**src/rtl/bb_frame_scrambler.sv**
```systemverilog
// Baseband energy-dispersal scrambler feeding the APSK modulator.
// Each accepted 32-bit word is XORed with 32 consecutive outputs of the
// DVB-S2 PRBS (1 + x^14 + x^15). The PRBS restarts from the seed at every
// frame boundary. Frames longer than MAX_FRAME_WORDS are cut by forcing tlast.
// The output is a two-entry skid buffer, so data_in_tready is a plain flop.
module bb_frame_scrambler #(
    parameter int          DATA_TDATA_WIDTH  = 32,
    parameter int          MAX_FRAME_WORDS   = 2048,
    parameter int          FRAME_COUNT_WIDTH = 16,
    parameter logic [14:0] PRBS_SEED         = 15'b000000010101001
) (
    input  logic                         data_in_aclk,
    input  logic                         data_in_aresetn,
    output logic                         data_in_tready,
    input  logic [DATA_TDATA_WIDTH-1:0]  data_in_tdata,
    input  logic                         data_in_tlast,
    input  logic                         data_in_tvalid,
    input  logic                         data_out_tready,
    output logic [DATA_TDATA_WIDTH-1:0]  data_out_tdata,
    output logic                         data_out_tlast,
    output logic                         data_out_tvalid,
    input  logic                         scramble_enable,
    output logic [FRAME_COUNT_WIDTH-1:0] frame_count,
    output logic                         frame_truncated
);

    // The word counter must be able to hold MAX_FRAME_WORDS itself.
    localparam int              CNT_W   = $clog2(MAX_FRAME_WORDS + 1);
    localparam logic [CNT_W-1:0] MAX_CNT = CNT_W'(MAX_FRAME_WORDS);
    localparam int              PW      = DATA_TDATA_WIDTH + 15;

    typedef enum logic {
        ST_IDLE,
        ST_IN_FRAME
    } state_t;

    // Runs the LFSR for one word's worth of steps. Vector bit i holds
    // register r(i+1), so r14/r15 are bits 13/14 and "shift up" is a left
    // shift with the feedback entering at bit 0. Returns {next_state, mask}
    // with mask bit k being the output of step k.
    function automatic logic [PW-1:0] prbs_unroll(input logic [14:0] seed);
        logic [14:0]                 st;
        logic [DATA_TDATA_WIDTH-1:0] mask;
        logic                        fb;
        st   = seed;
        mask = '0;
        for (int k = 0; k < DATA_TDATA_WIDTH; k++) begin
            fb      = st[13] ^ st[14];
            mask[k] = fb;
            st      = {st[13:0], fb};
        end
        return {st, mask};
    endfunction

    // Frame tracking state
    state_t                      state_q, state_d;
    logic [14:0]                 lfsr_q, lfsr_d;
    logic [CNT_W-1:0]            cnt_q, cnt_d;
    logic                        frame_en_q, frame_en_d;
    logic                        trunc_q, trunc_d;
    logic [FRAME_COUNT_WIDTH-1:0] frame_count_q, frame_count_d;

    // Output register and skid register
    logic                        out_valid_q, out_valid_d;
    logic [DATA_TDATA_WIDTH-1:0] out_data_q, out_data_d;
    logic                        out_last_q, out_last_d;
    logic                        skid_valid_q, skid_valid_d;
    logic [DATA_TDATA_WIDTH-1:0] skid_data_q, skid_data_d;
    logic                        skid_last_q, skid_last_d;
    logic                        tready_q, tready_d;

    // Combinational helpers
    logic                        accept;
    logic                        out_xfer;
    logic                        first_word;
    logic                        en_eff;
    logic [CNT_W-1:0]            cnt_eff;
    logic                        at_max;
    logic                        frame_end;
    logic [14:0]                 lfsr_adv;
    logic [DATA_TDATA_WIDTH-1:0] prbs_mask;
    logic [DATA_TDATA_WIDTH-1:0] scr_data;

    assign accept   = data_in_tvalid & tready_q;
    assign out_xfer = out_valid_q & data_out_tready;

    assign {lfsr_adv, prbs_mask} = prbs_unroll(lfsr_q);

    // Per-word view of the frame: enable is latched only on the first word,
    // and a word ends the frame on input tlast or on reaching the length cap.
    always_comb begin
        first_word = (state_q == ST_IDLE);
        en_eff     = first_word ? scramble_enable : frame_en_q;
        cnt_eff    = first_word ? CNT_W'(1) : cnt_q + CNT_W'(1);
        at_max     = (cnt_eff == MAX_CNT);
        frame_end  = data_in_tlast | at_max;
        scr_data   = data_in_tdata ^ (prbs_mask & {DATA_TDATA_WIDTH{en_eff}});
    end

    // Frame FSM next state, LFSR advance/reload and truncation pulse.
    always_comb begin
        state_d    = state_q;
        lfsr_d     = lfsr_q;
        cnt_d      = cnt_q;
        frame_en_d = frame_en_q;
        trunc_d    = 1'b0;
        if (accept) begin
            frame_en_d = en_eff;
            trunc_d    = at_max & ~data_in_tlast;
            if (frame_end) begin
                state_d = ST_IDLE;
                lfsr_d  = PRBS_SEED;
                cnt_d   = '0;
            end else begin
                state_d = ST_IN_FRAME;
                lfsr_d  = lfsr_adv;
                cnt_d   = cnt_eff;
            end
        end
    end

    // Skid buffer steering: the skid only fills when the output register is
    // stalled, and it always drains into the output register first.
    always_comb begin
        out_valid_d  = out_valid_q;
        out_data_d   = out_data_q;
        out_last_d   = out_last_q;
        skid_valid_d = skid_valid_q;
        skid_data_d  = skid_data_q;
        skid_last_d  = skid_last_q;
        if (skid_valid_q) begin
            // tready is low here, so no new word can arrive this cycle.
            if (out_xfer) begin
                out_valid_d  = 1'b1;
                out_data_d   = skid_data_q;
                out_last_d   = skid_last_q;
                skid_valid_d = 1'b0;
            end
        end else if (!out_valid_q || out_xfer) begin
            out_valid_d = accept;
            if (accept) begin
                out_data_d = scr_data;
                out_last_d = frame_end;
            end
        end else if (accept) begin
            skid_valid_d = 1'b1;
            skid_data_d  = scr_data;
            skid_last_d  = frame_end;
        end
        tready_d = ~skid_valid_d;
    end

    // Completed-frame counter, advanced when a tlast word leaves.
    always_comb begin
        frame_count_d = frame_count_q;
        if (out_xfer && out_last_q) begin
            frame_count_d = frame_count_q + FRAME_COUNT_WIDTH'(1);
        end
    end

    // State registers; reset clears everything and loads the PRBS seed.
    always_ff @(posedge data_in_aclk or negedge data_in_aresetn) begin
        if (!data_in_aresetn) begin
            state_q       <= ST_IDLE;
            lfsr_q        <= PRBS_SEED;
            cnt_q         <= '0;
            frame_en_q    <= 1'b0;
            trunc_q       <= 1'b0;
            frame_count_q <= '0;
            out_valid_q   <= 1'b0;
            out_data_q    <= '0;
            out_last_q    <= 1'b0;
            skid_valid_q  <= 1'b0;
            skid_data_q   <= '0;
            skid_last_q   <= 1'b0;
            tready_q      <= 1'b0;
        end else begin
            state_q       <= state_d;
            lfsr_q        <= lfsr_d;
            cnt_q         <= cnt_d;
            frame_en_q    <= frame_en_d;
            trunc_q       <= trunc_d;
            frame_count_q <= frame_count_d;
            out_valid_q   <= out_valid_d;
            out_data_q    <= out_data_d;
            out_last_q    <= out_last_d;
            skid_valid_q  <= skid_valid_d;
            skid_data_q   <= skid_data_d;
            skid_last_q   <= skid_last_d;
            tready_q      <= tready_d;
        end
    end

    assign data_in_tready  = tready_q;
    assign data_out_tvalid = out_valid_q;
    assign data_out_tdata  = out_data_q;
    assign data_out_tlast  = out_last_q;
    assign frame_count     = frame_count_q;
    assign frame_truncated = trunc_q;

endmodule

```
**config.mk**
```make
export PLATFORM = sky130hd
export DESIGN_NAME = bb_frame_scrambler
export DESIGN_NICKNAME = d
export VERILOG_FILES = /design/src/rtl/bb_frame_scrambler.sv
export SDC_FILE = /design/constraint.sdc
export NUM_CORES = 1
export LEC_CHECK = 0
export CORE_MARGIN = 4
export CORE_UTILIZATION = 40
export CTS_BUF_LIST = sky130_fd_sc_hd__clkbuf_2
export DETAILED_ROUTE_END_ITERATION = 6
export PLACE_DENSITY = 0.7
export SETUP_SLACK_MARGIN = 0.15
export SYNTH_ARGS = -nofsm -noshare
export SYNTH_HDL_FRONTEND = slang
export SYNTH_SLANG_ARGS = --single-unit
```
**constraint.sdc**
```tcl
create_clock -name data_in_aclk -period 2 [get_ports data_in_aclk]
set_input_delay 0.2 -clock data_in_aclk [delete_from_list [all_inputs] [get_ports data_in_aclk]]
set_output_delay 0.2 -clock data_in_aclk [all_outputs]
set_load 0.05 [all_outputs]
```
==> impl_summary.log, run 1 <==
INFO  metric layout.cell_area.non_filler = 7290 µm²
INFO  metric die_w = ~130 µm
INFO  metric timing.critical_path.required = ~2.6 ns
INFO  metric cts.root.buffer_cell = sky130_fd_sc_hd__clkbuf_2
INFO  metric finish.net_count = 750
INFO  metric place.gp.congestion = around 0.87
INFO  metric rows = between 40 and 50
INFO  metric startpoint_type = flip-flop
INFO  metric drtIter0Drc = around 340
INFO  metric die_h = 129 µm
INFO  metric die-area = about 17000 µm²
INFO  metric grt_first_pass_wirelength = 21.7 mm
INFO  metric post_synth_instance_area = 5810 µm²
INFO  metric synth_edf_count = 0
INFO  metric cp_data_arrival_time = ~2.6 ns
INFO  metric unrepaired_setup_endpoints_after_global_routing = yes
INFO  metric layout-area-overhead-vs-synth = 25.4%
INFO  metric antenna_found_initial = 1
INFO  metric syn_nets = about 660
INFO  metric post-route-drc-count = 0
INFO  metric finalSetupViolations = 5
INFO  metric avgViaCountPerCell = 5.03
INFO  metric track_usage = 0.164
INFO  metric core-area = approximately 14000 µm²
INFO  metric floorplan.io_pins = 90
INFO  metric layout.cells.non_filler = around 900
INFO  metric number_of_cells_produced_by_synthesis = roughly 620
INFO  metric highest_ir_drop_seen_on_vdd = 0.465 mV
INFO  metric postSynthAreaPerCell = 9.36 µm²
INFO  metric post_drt_wl_per_cell = ~15 µm
INFO  metric grt-ovfl-total = 0
INFO  metric cts_tree = done
INFO  metric post-route-period-util = 1.01
INFO  metric rr_worst_depth = 8
INFO  metric detailroute.via_count = 4548
INFO  metric fin_crit = ~2.0 ns
INFO  metric worst_pin_slew = ~0.50 ns
INFO  metric cts.path.max_buffers = 2
INFO  metric synth_seq_cells = ~120
INFO  metric finalHoldViolations = 0
INFO  metric initial_core_util = 0.414
INFO  metric yosys.cell_types.count = 57
INFO  metric finalMaxSlewViolations = 0
INFO  metric holdPathStages = 3
INFO  metric power.density_cell_area = approximately 1600 nW/µm²
INFO  metric port_buffers = a little under 90
INFO  metric cts_num_sinks = around 120
INFO  metric grt_max_degree = between 60 and 70
INFO  metric postSynth.asyncResetShare = 1.00
INFO  metric final.setup_skew = 0.0273 ns
INFO  metric outcome = finished, violations left
INFO  metric first_pass_iters = 5
INFO  metric drt.antenna.violating_nets = 0
INFO  metric slew_headroom = 0.667
INFO  metric grt_pass1_vias = 4527
INFO  metric cts-buffers-inserted = 17
INFO  metric total_leakage_power = around 3.2 nW
INFO  metric hold_path_class = in -> reg
INFO  metric h_tree_level_count = 4
INFO  metric placed_area = around 6900 µm²
INFO  metric maxCapViolCount = 0
INFO  metric layout-drive-gt1-share = 0.205
INFO  metric yosys_warnings = 0
INFO  metric synth-seq-area-share = 0.496
INFO  metric yosys_most_used_dff = sky130_fd_sc_hd__dfrtp_1
INFO  metric kind_of_end_point_of_the_critical_path = flip-flop
INFO  metric place_hpwl = just under 10 mm
INFO  metric worstSkewPairLatency = between 0.6 and 0.7 ns
INFO  metric path_max_fanout = 8
INFO  metric achievable-frequency = about 500 MHz
INFO  metric post-route-worst-setup-slack = -0.0154 ns
INFO  metric setup.worst_path.class = reg -> reg
INFO  metric clk_pin_slew = roughly 0.18 ns
INFO  metric violations = negative setup slack
INFO  metric totalWireLength = 13.4 mm
INFO  metric placed_cells = around 860
## where the power goes
| part | internal, mW | total [mW] | switching (mW) |
|---|---|---|---|
| combinational | 2.11 | 5.76 | 3.66 |
| sequential | 3.21 | 3.95 | 0.741 |
| clock | 0.694 | 1.59 | 0.899 |
| total | 6.02 | 11.3 | 5.29 |
## cells in the mapped netlist, drive strengths merged (5+ instances only)
cell type  number  share of area
mux2i           5         0.0086
and3            8         0.0088
buf            15          0.014
nand4           7          0.011
xnor2          67           0.10
nand3          12          0.010
nand2          97          0.063
nor2b           5         0.0054
dfrtp         111           0.48
mux2            6          0.012
xor2           17          0.026
o21ai          85          0.080
a21oi          34          0.030
clkbuf         33          0.022
inv             5         0.0032
nor2           66          0.043
## through the flow
| stage | util | hold slack (ns) | total power, mW | setup TNS [ns] | worst slack (ns) |
|---|---|---|---|---|---|
| after floorplan | - | -0.0956 | 8.17 | 0 | 0.156 |
| after global placement | 0.493 | 0.183 | 9.70 | 0 | 0.0918 |
| after detailed placement | 0.493 | 0.180 | 9.89 | 0 | 0.0269 |
| after CTS | 0.513 | 0.174 | 11.3 | 0 | 0.0232 |
| after global routing | 0.519 | 0.182 | 12.2 | -0.703 | -0.0684 |
| final | 0.519 | 0.230 | 11.3 | -0.0398 | -0.0154 |
## final timing paths
check / start / to / slack (ns)
worst min register to register: frame_count[15] / frame_count[15] / 0.49
max in group asynchronous: data_in_aresetn / data_out_tdata[5] / 0.92
min in group asynchronous: data_in_aresetn / data_out_tdata[29] / 0.49
worst max register to register: cnt_q[1] / lfsr_q[2] / -0.02
worst max-delay path: cnt_q[1] / lfsr_q[2] / -0.02
worst min-delay path: data_in_tdata[20] / skid_data_q[20] / 0.23
## cell usage in the layout (no fill, tap or decap), types with 11 or more instances in the layout
cell type / Yosys / layout
sky130_fd_sc_hd__nand2_1: 96 / 95
sky130_fd_sc_hd__clkdlybuf4s15_2: 0 / 15
sky130_fd_sc_hd__clkdlybuf4s50_1: 0 / 36
sky130_fd_sc_hd__xnor2_1: 67 / 66
sky130_fd_sc_hd__buf_4: 1 / 20
sky130_fd_sc_hd__o21ai_2: 10 / 11
sky130_fd_sc_hd__clkbuf_2: 5 / 33
sky130_fd_sc_hd__xor2_1: 17 / 17
sky130_fd_sc_hd__o21ai_0: 74 / 72
sky130_fd_sc_hd__dfrtp_1: 111 / 102
sky130_fd_sc_hd__clkdlybuf4s15_1: 0 / 20
sky130_fd_sc_hd__nand3_1: 12 / 11
sky130_fd_sc_hd__nor2_1: 65 / 65
sky130_fd_sc_hd__a21oi_1: 33 / 32
## metal layers
metal / up-vias / track usage / share of wire
met5: - / 0 / 0
met1: 2172 / 0.203 / 0.43
met4: 0 / 0.0544 / 0.012
li1: 2259 / - / -
met3: 13 / 0.0353 / 0.045
met2: 104 / 0.284 / 0.52
## layout make-up
cell class	count	area, µm²
inverter	6	22.5
sequential	115	2890
multi-input combinational	453	2780
clock inverter	14	164
tap	180	225
clock buffer	18	90.1
antenna	1	2.50
timing repair buffer	117	1120
fill	1254	6750
## what timing repair did
action,in CTS,in global routing
buffers inserted,1,7
gates cloned,0,2
endpoints found under the setup margin,71,80
pin swaps,1,12
endpoints found under the hold margin,114,0
hold buffers,3,0
gates resized for setup,89,55
## state kept, by name, summed over array words and instances, names as in the netlist
signal and flops:
data_out_tdata 32, skid_data_q 32, frame_count 16, lfsr_q 15, cnt_q 12, data_in_tready 1
data_out_tlast 1, data_out_tvalid 1, frame_en_q 1, frame_truncated 1, skid_last_q 1, skid_valid_q 1
state_q 1
## cells by family after synthesis
family / count (synthesis) / share of synthesized area
AOI/OAI and AO/OA: 138 / 0.140
xor gates and xnor gates: 84 / 0.127
adders and majority gates: 2 / 0.00430
buffers and inverters: 54 / 0.0398
DFF: 115 / 0.496
muxes: 11 / 0.0202
and+or+nand+nor: 217 / 0.173
## worst max-delay path, stage by stage, from the launching register on
cell,delay [ns]
sky130_fd_sc_hd__dfrtp_2,0.47
sky130_fd_sc_hd__ha_4,0.19
sky130_fd_sc_hd__and4_4,0.26
sky130_fd_sc_hd__nor3b_4,0.24
sky130_fd_sc_hd__nor3_2,0.07
sky130_fd_sc_hd__o22ai_2,0.25
sky130_fd_sc_hd__o211ai_4,0.13
sky130_fd_sc_hd__buf_12,0.16
sky130_fd_sc_hd__o21ai_0,0.16
No activity file was read; power rests on OpenSTA's default activity.
==> inputs of run 2 (changes only) <==
Settings changed: CORE_ASPECT_RATIO from default to 1.5.
==> run 2 against run 1 <==
The run still ends with negative setup slack left. Fmax down 1.4%. Clock skew up 0.0059 ns. Count of clock-buffer cells in the layout is 1 lower. Wire length up 3.6%. Via count up 1.1%. Cell count up 1.2%. Sequential share of layout area is 0.17 points lower. Combinational power barely moved. Critical endpoint is now lfsr_q[7]. Largest cell class unchanged.
==> impl_summary.log, run 2 (synthesis results as in run 1) <==
INFO  metric outcome = finished, violations left
INFO  metric violations = negative setup slack
INFO  metric grt_max_degree = ~100
INFO  metric die_h = 156 µm
INFO  metric place.gp.congestion = between 0.8 and 0.9
INFO  metric antenna_found_initial = 1
INFO  metric net-switching-power = between 5 and 6 mW
INFO  metric layout-area-overhead-vs-synth = 25.8%
INFO  metric power.density_cell_area = 1590 nW/µm²
INFO  metric finalSetupViolations = 4
INFO  metric track_usage = 0.170
INFO  metric totalWireLength = approximately 14 mm
INFO  metric die_w = approximately 110 µm
INFO  metric cts.root.buffer_cell = sky130_fd_sc_hd__clkbuf_2
INFO  metric layout.cell_area.non_filler = between 7000 and 8000 µm²
INFO  metric h_tree_level_count = 4
INFO  metric final_util = 0.518
INFO  metric highest_ir_drop_seen_on_vdd = 0.570 mV
INFO  metric grt_pass1_vias = 4655
INFO  metric power.share.switching = 0.463
INFO  metric grt_first_pass_wirelength = ~23 mm
INFO  metric pwr-share-clk = 0.165
INFO  metric setup_tns = -0.147 ns
INFO  metric post-route-drc-count = 0
INFO  metric die-area = around 17000 µm²
INFO  metric place_hpwl = between 9 and 10 mm
INFO  metric seq_power_share = 0.340
INFO  metric unrepaired_setup_endpoints_after_global_routing = yes
INFO  metric cts.path.max_buffers = 2
INFO  metric port_buffers = 89
INFO  metric fin_worst_hold_slack = between 0.1 and 0.15 ns
INFO  metric timing.critical_path.required = between 2 and 3 ns
INFO  metric initial_core_util = 0.412
INFO  metric grt-ovfl-total = 0
INFO  metric avgViaCountPerCell = around 5
INFO  metric detailroute.via_count = about 4600
INFO  metric placed_area = approximately 6900 µm²
INFO  metric rr_worst_depth = 8
INFO  metric maxCapViolCount = 0
INFO  metric path_max_fanout = 16
INFO  metric worst_pin_slew = around 0.7 ns
INFO  metric post-route-worst-setup-slack = -0.0439 ns
INFO  metric cp_data_arrival_time = between 2 and 3 ns
INFO  metric finish.net_count = roughly 750
INFO  metric layout-drive-gt1-share = 0.219
INFO  metric post_drt_wl_per_cell = about 15 µm
INFO  metric achievable-frequency = approximately 490 MHz
INFO  metric finalHoldViolations = 0
INFO  metric first_pass_iters = 5
INFO  metric final.setup_skew = between 0.03 and 0.04 ns
INFO  metric cellInternalPower = roughly 6.2 mW
INFO  metric cts_num_sinks = roughly 120
INFO  metric floorplan.io_pins = 90
INFO  metric finalMaxSlewViolations = 0
INFO  metric mostFrequentLayoutCell = sky130_fd_sc_hd__dfrtp_1
INFO  metric setup.worst_path.class = reg -> reg
INFO  metric layout_common_cells = sky130_fd_sc_hd__dfrtp_1, sky130_fd_sc_hd__nand2_1, sky130_fd_sc_hd__o21ai_0
INFO  metric drt.antenna.violating_nets = 0
INFO  metric rows = 53
INFO  metric cts-buffers-inserted = 17
INFO  metric hold_path_class = in -> async
INFO  metric drtIter0Drc = between 150 and 200
INFO  metric core-area = about 14000 µm²
INFO  metric slew_headroom = 0.539
INFO  metric total_leakage_power = 3.21 nW
INFO  metric cts_tree = done
INFO  metric clk_pin_slew = around 0.19 ns
INFO  metric worstSkewPairLatency = ~0.66 ns
INFO  metric fin_crit = roughly 2.0 ns
INFO  metric kind_of_end_point_of_the_critical_path = flip-flop
INFO  metric post-route-period-util = 1.02
INFO  metric startpoint_type = flip-flop
INFO  metric combPwrFrac = 0.495
-- run 2: changes by cell type in the layout (fill, tap and decap cells not counted), sizes merged --
cell and delta:
clkdlybuf4s18 +1, clkinvlp -2, clkinv -2, bufinv +2, clkbuf +9, clkdlybuf4s15 -11, inv +3, buf +1
dlygate4sd2 -2
-- run 2: worst paths after layout --
check	slack [ns]	to	startpoint
setup / recovery	-0.04	lfsr_q[7]	cnt_q[1]
hold / removal	0.10	data_out_tdata[29]	data_in_aresetn
setup reg to reg	-0.04	lfsr_q[7]	cnt_q[1]
hold reg to reg	0.48	frame_count[15]	frame_count[15]
max in group asynchronous	0.87	cnt_q[0]	data_in_aresetn
min in group data_in_aclk	0.19	data_in_tready	data_out_tready
-- run 2: layout make-up --
type / instances / area [µm²]
Antenna cell: 1 / 2.50
Clock buffer: 17 / 85.1
Clock inverter: 15 / 229
Fill cell: 1286 / 6810
Inverter: 6 / 22.5
Multi-Input combinational cell: 453 / 2800
Sequential cell: 115 / 2890
Tap cell: 192 / 240
Timing Repair Buffer: 116 / 1040
-- run 2: power by group through the flow --
stage / sequential [mW] / clock, mW / combinational [mW]
after global routing: 4.07 / 2.09 / 6.31
final: 3.95 / 1.91 / 5.75
after detailed placement: 4.01 / 0 / 5.90
after CTS: 3.94 / 1.96 / 5.79
after global placement: 3.97 / 0 / 5.77
after floorplan: 4.93 / 0 / 3.24
-- run 2: layer usage --
layer,part of all wire,vias to the layer above,GRT usage
li1,-,2257,-
met1,0.39,2204,0.190
met2,0.54,107,0.310
met3,0.044,28,0.0373
met4,0.021,0,0.0695
met5,0,-,0
-- run 2: critical path, stage by stage (launching register included) --
cell                       delay, ns
sky130_fd_sc_hd__dfrtp_2        0.46
sky130_fd_sc_hd__ha_4           0.19
sky130_fd_sc_hd__and4_4         0.26
sky130_fd_sc_hd__nor3b_4        0.23
sky130_fd_sc_hd__nor3_2         0.08
sky130_fd_sc_hd__o22ai_2        0.27
sky130_fd_sc_hd__o211ai_4       0.13
sky130_fd_sc_hd__buf_12         0.17
sky130_fd_sc_hd__o22a_2         0.20
-- run 2: per-stage QoR --
step	instances	worst slack (ns)	total power, mW
2_1_floorplan	621	0.156	8.17
3_3_place_gp	869	0.0768	9.74
3_5_place_dp	869	0.00723	9.91
4_1_cts	910	0.0140	11.7
5_1_grt	915	-0.142	12.5
6_report	915	-0.0439	11.6
-- run 2: repair_timing --
item / in CTS / in global routing
resized for setup: 94 / 70
hold buffers: 2 / 0
setup buffers: 6 / 4
endpoints found under the hold margin: 111 / 0
pin swaps: 2 / 5
endpoints found under the setup margin: 71 / 89
cloned: 1 / 0
==> inputs of run 3 (changes only) <==
Settings changed: CORE_ASPECT_RATIO 1.5 to 0.9, CTS_BUF_LIST sky130_fd_sc_hd__clkbuf_2 to default, MAX_ROUTING_LAYER from default to met4.
==> run 3 against run 2 <==
The run now ends clean. Worst setup slack better by 0.074 ns. Power up 10%. Register-to-register slack better by 0.07 ns. Final area up 4.6%. Flip-flop and latch count unchanged. Clock skew down 0.027 ns. Critical endpoint is now lfsr_q[10]. Global-route usage about the same.
==> impl_summary.log, run 3 (synthesis results as in run 1) <==
INFO  metric die_w = about 140 µm
INFO  metric cts_num_sinks = 115
INFO  metric total_power = about 13 mW
INFO  metric cp_data_arrival_time = between 2 and 2.5 ns
INFO  metric cts-buffers-inserted = 17
INFO  metric avgViaCountPerCell = a little under 5
INFO  metric floorplan.io_pins = 90
INFO  metric final_util = 0.542
INFO  metric totalWireLength = 13.3 mm
INFO  metric place.gp.congestion = approximately 0.83
INFO  metric die_h = around 120 µm
INFO  metric grt_first_pass_wirelength = about 22 mm
INFO  metric cts.path.max_buffers = 2
INFO  metric critical_path.n_buffers_inverters = 3
INFO  metric critPathMostFrequentCell = sky130_fd_sc_hd__buf_4
INFO  metric worstSkewPairLatency = around 0.42 ns
INFO  metric finalMaxSlewViolations = 0
INFO  metric grt_pass1_vias = ~4500
INFO  metric maxCapViolCount = 0
INFO  metric startpoint_type = flip-flop
INFO  metric combPwrFrac = 0.465
INFO  metric clk_pin_slew = around 0.050 ns
INFO  metric finish.net_count = between 700 and 800
INFO  metric seq_power_share = 0.310
INFO  metric rows = between 40 and 50
INFO  metric power.density_cell_area = 1670 nW/µm²
INFO  metric grt-ovfl-total = 0
INFO  metric final.setup_skew = roughly 0.0065 ns
INFO  metric total_leakage_power = ~3.3 nW
INFO  metric detailroute.via_count = between 4000 and 5000
INFO  metric cp_top_family = buffers and inverters
INFO  metric port_buffers = slightly below 90
INFO  metric hold_path_class = in -> async
INFO  metric outcome = completed
INFO  metric count_of_inserted_antenna_diode_cells = 0
INFO  metric crit_path_max_incr_delay = 0.45 ns
INFO  metric finalSetupViolations = 0
INFO  metric cts.root.buffer_cell = sky130_fd_sc_hd__clkbuf_16
INFO  metric layout_common_cells = sky130_fd_sc_hd__dfrtp_1, sky130_fd_sc_hd__nand2_1, sky130_fd_sc_hd__clkdlybuf4s50_1
INFO  metric drtIter0Drc = between 200 and 300
INFO  metric post-route-drc-count = 0
INFO  metric power.share.switching = 0.421
INFO  metric achievable-frequency = roughly 510 MHz
INFO  metric setup.worst_path.class = reg -> reg
INFO  metric cts_tree = done
INFO  metric unrepaired_setup_endpoints_after_global_routing = yes
INFO  metric mostFrequentLayoutCell = sky130_fd_sc_hd__dfrtp_1
INFO  metric pwr-share-clk = 0.225
INFO  metric rrSetupSlack = around 0.030 ns
INFO  metric slew_headroom = 0.601
INFO  metric grt_max_degree = roughly 120
INFO  metric net-switching-power = around 5.4 mW
INFO  metric place_hpwl = ~9.5 mm
INFO  metric layout-area-overhead-vs-synth = 31.6%
INFO  metric post-route-period-util = 0.985
INFO  metric finalHoldViolations = 0
INFO  metric path_cells = ha_4, buf_4, buf_4, nand3_2, xnor2_1, nand2_1, nand4_4, o211ai_4, clkbuf_16, o21ai_2
INFO  metric h_tree_level_count = 4
INFO  metric kind_of_end_point_of_the_critical_path = flip-flop
INFO  metric highest_ir_drop_seen_on_vdd = about 0.87 mV
INFO  metric first_pass_iters = 4
INFO  metric die-area = about 17000 µm²
INFO  metric cellInternalPower = approximately 7.4 mW
INFO  metric core-area = about 14000 µm²
INFO  metric path_max_fanout = 8
INFO  metric post_drt_wl_per_cell = between 10 and 15 µm
INFO  metric cpMaxStageDelayCell = sky130_fd_sc_hd__dfrtp_2
INFO  metric antenna_found_initial = 0
INFO  metric layout-drive-gt1-share = 0.154
INFO  metric timing.critical_path.required = 2.30 ns
INFO  metric fin_crit = approximately 2.0 ns
INFO  metric worst_pin_slew = between 0.5 and 0.6 ns
INFO  metric track_usage = 0.170
INFO  metric initial_core_util = 0.412
INFO  metric drt.antenna.violating_nets = 0
run 3: layout make-up:
| cell class | count | area, µm² |
|---|---|---|
| Clock buffer | 28 | 527 |
| Inverter | 6 | 26.3 |
| Clock inverter | 4 | 45.0 |
| Timing Repair Buffer | 114 | 1130 |
| Sequential cell | 115 | 2890 |
| Tap cell | 193 | 241 |
| Fill cell | 1243 | 6460 |
| Multi-Input combinational cell | 452 | 2780 |
run 3: final timing paths:
| path | end | cells after the start | start |
|---|---|---|---|
| worst max-delay path | lfsr_q[10] | 10 | cnt_q[1] |
| worst min-delay path | data_out_tdata[5] | 3 | data_in_aresetn |
| worst max register to register | lfsr_q[10] | 10 | cnt_q[1] |
| worst min register to register | frame_count[15] | 1 | frame_count[15] |
| max in group asynchronous | cnt_q[2] | 3 | data_in_aresetn |
| min in group data_in_aclk | frame_count[15] | 1 | frame_count[15] |
run 3: power groups by stage:
stage	sequential, mW	clock (mW)	combinational (mW)
4_1_cts	3.97	2.93	5.91
5_1_grt	4.11	3.05	6.52
6_report	3.97	2.88	5.96
3_3_place_gp	3.95	0	5.76
2_1_floorplan	4.93	0	3.24
3_5_place_dp	4.01	0	5.88
run 3: worst register-to-register path: cells and delay by family, from the launching register on:
family | cells | cell delay, ns
buffers and inverters | 3 | 0.48
flip-flops | 1 | 0.45
AND/OR/NAND/NOR | 3 | 0.35
AO/OA/AOI/OAI | 2 | 0.32
adder cells (fa/ha/maj) | 1 | 0.20
XOR/XNOR | 1 | 0.06
run 3: per-stage QoR:
step / setup WS [ns] / hold slack [ns] / area [µm²] / setup TNS [ns] / cells
2_1_floorplan: 0.156 / -0.0956 / 5840 / 0 / 621
3_3_place_gp: 0.0835 / 0.336 / 6930 / 0 / 870
3_5_place_dp: 0.0262 / 0.344 / 6930 / 0 / 870
4_1_cts: 0.0651 / 0.443 / 7520 / 0 / 906
5_1_grt: -0.0778 / 0.457 / 7650 / -0.845 / 912
6_report: 0.0304 / 0.414 / 7650 / 0 / 912
run 3: layer usage:
metal | GRT usage | part of all wire | up-vias
met2 | 0.270 | 0.49 | 101
met1 | 0.214 | 0.44 | 2146
met4 | 0.0668 | 0.021 | 0
met3 | 0.0389 | 0.047 | 21
li1 | - | - | 2250
met5 | - | 0 | -
run 3: timing repair:
action,in CTS,in global routing
gates resized for setup,14,17
gates cloned,0,1
endpoints found under the hold margin,111,0
endpoints found under the setup margin,30,56
pin swaps,2,13
hold buffers,1,0
buffers inserted,3,5
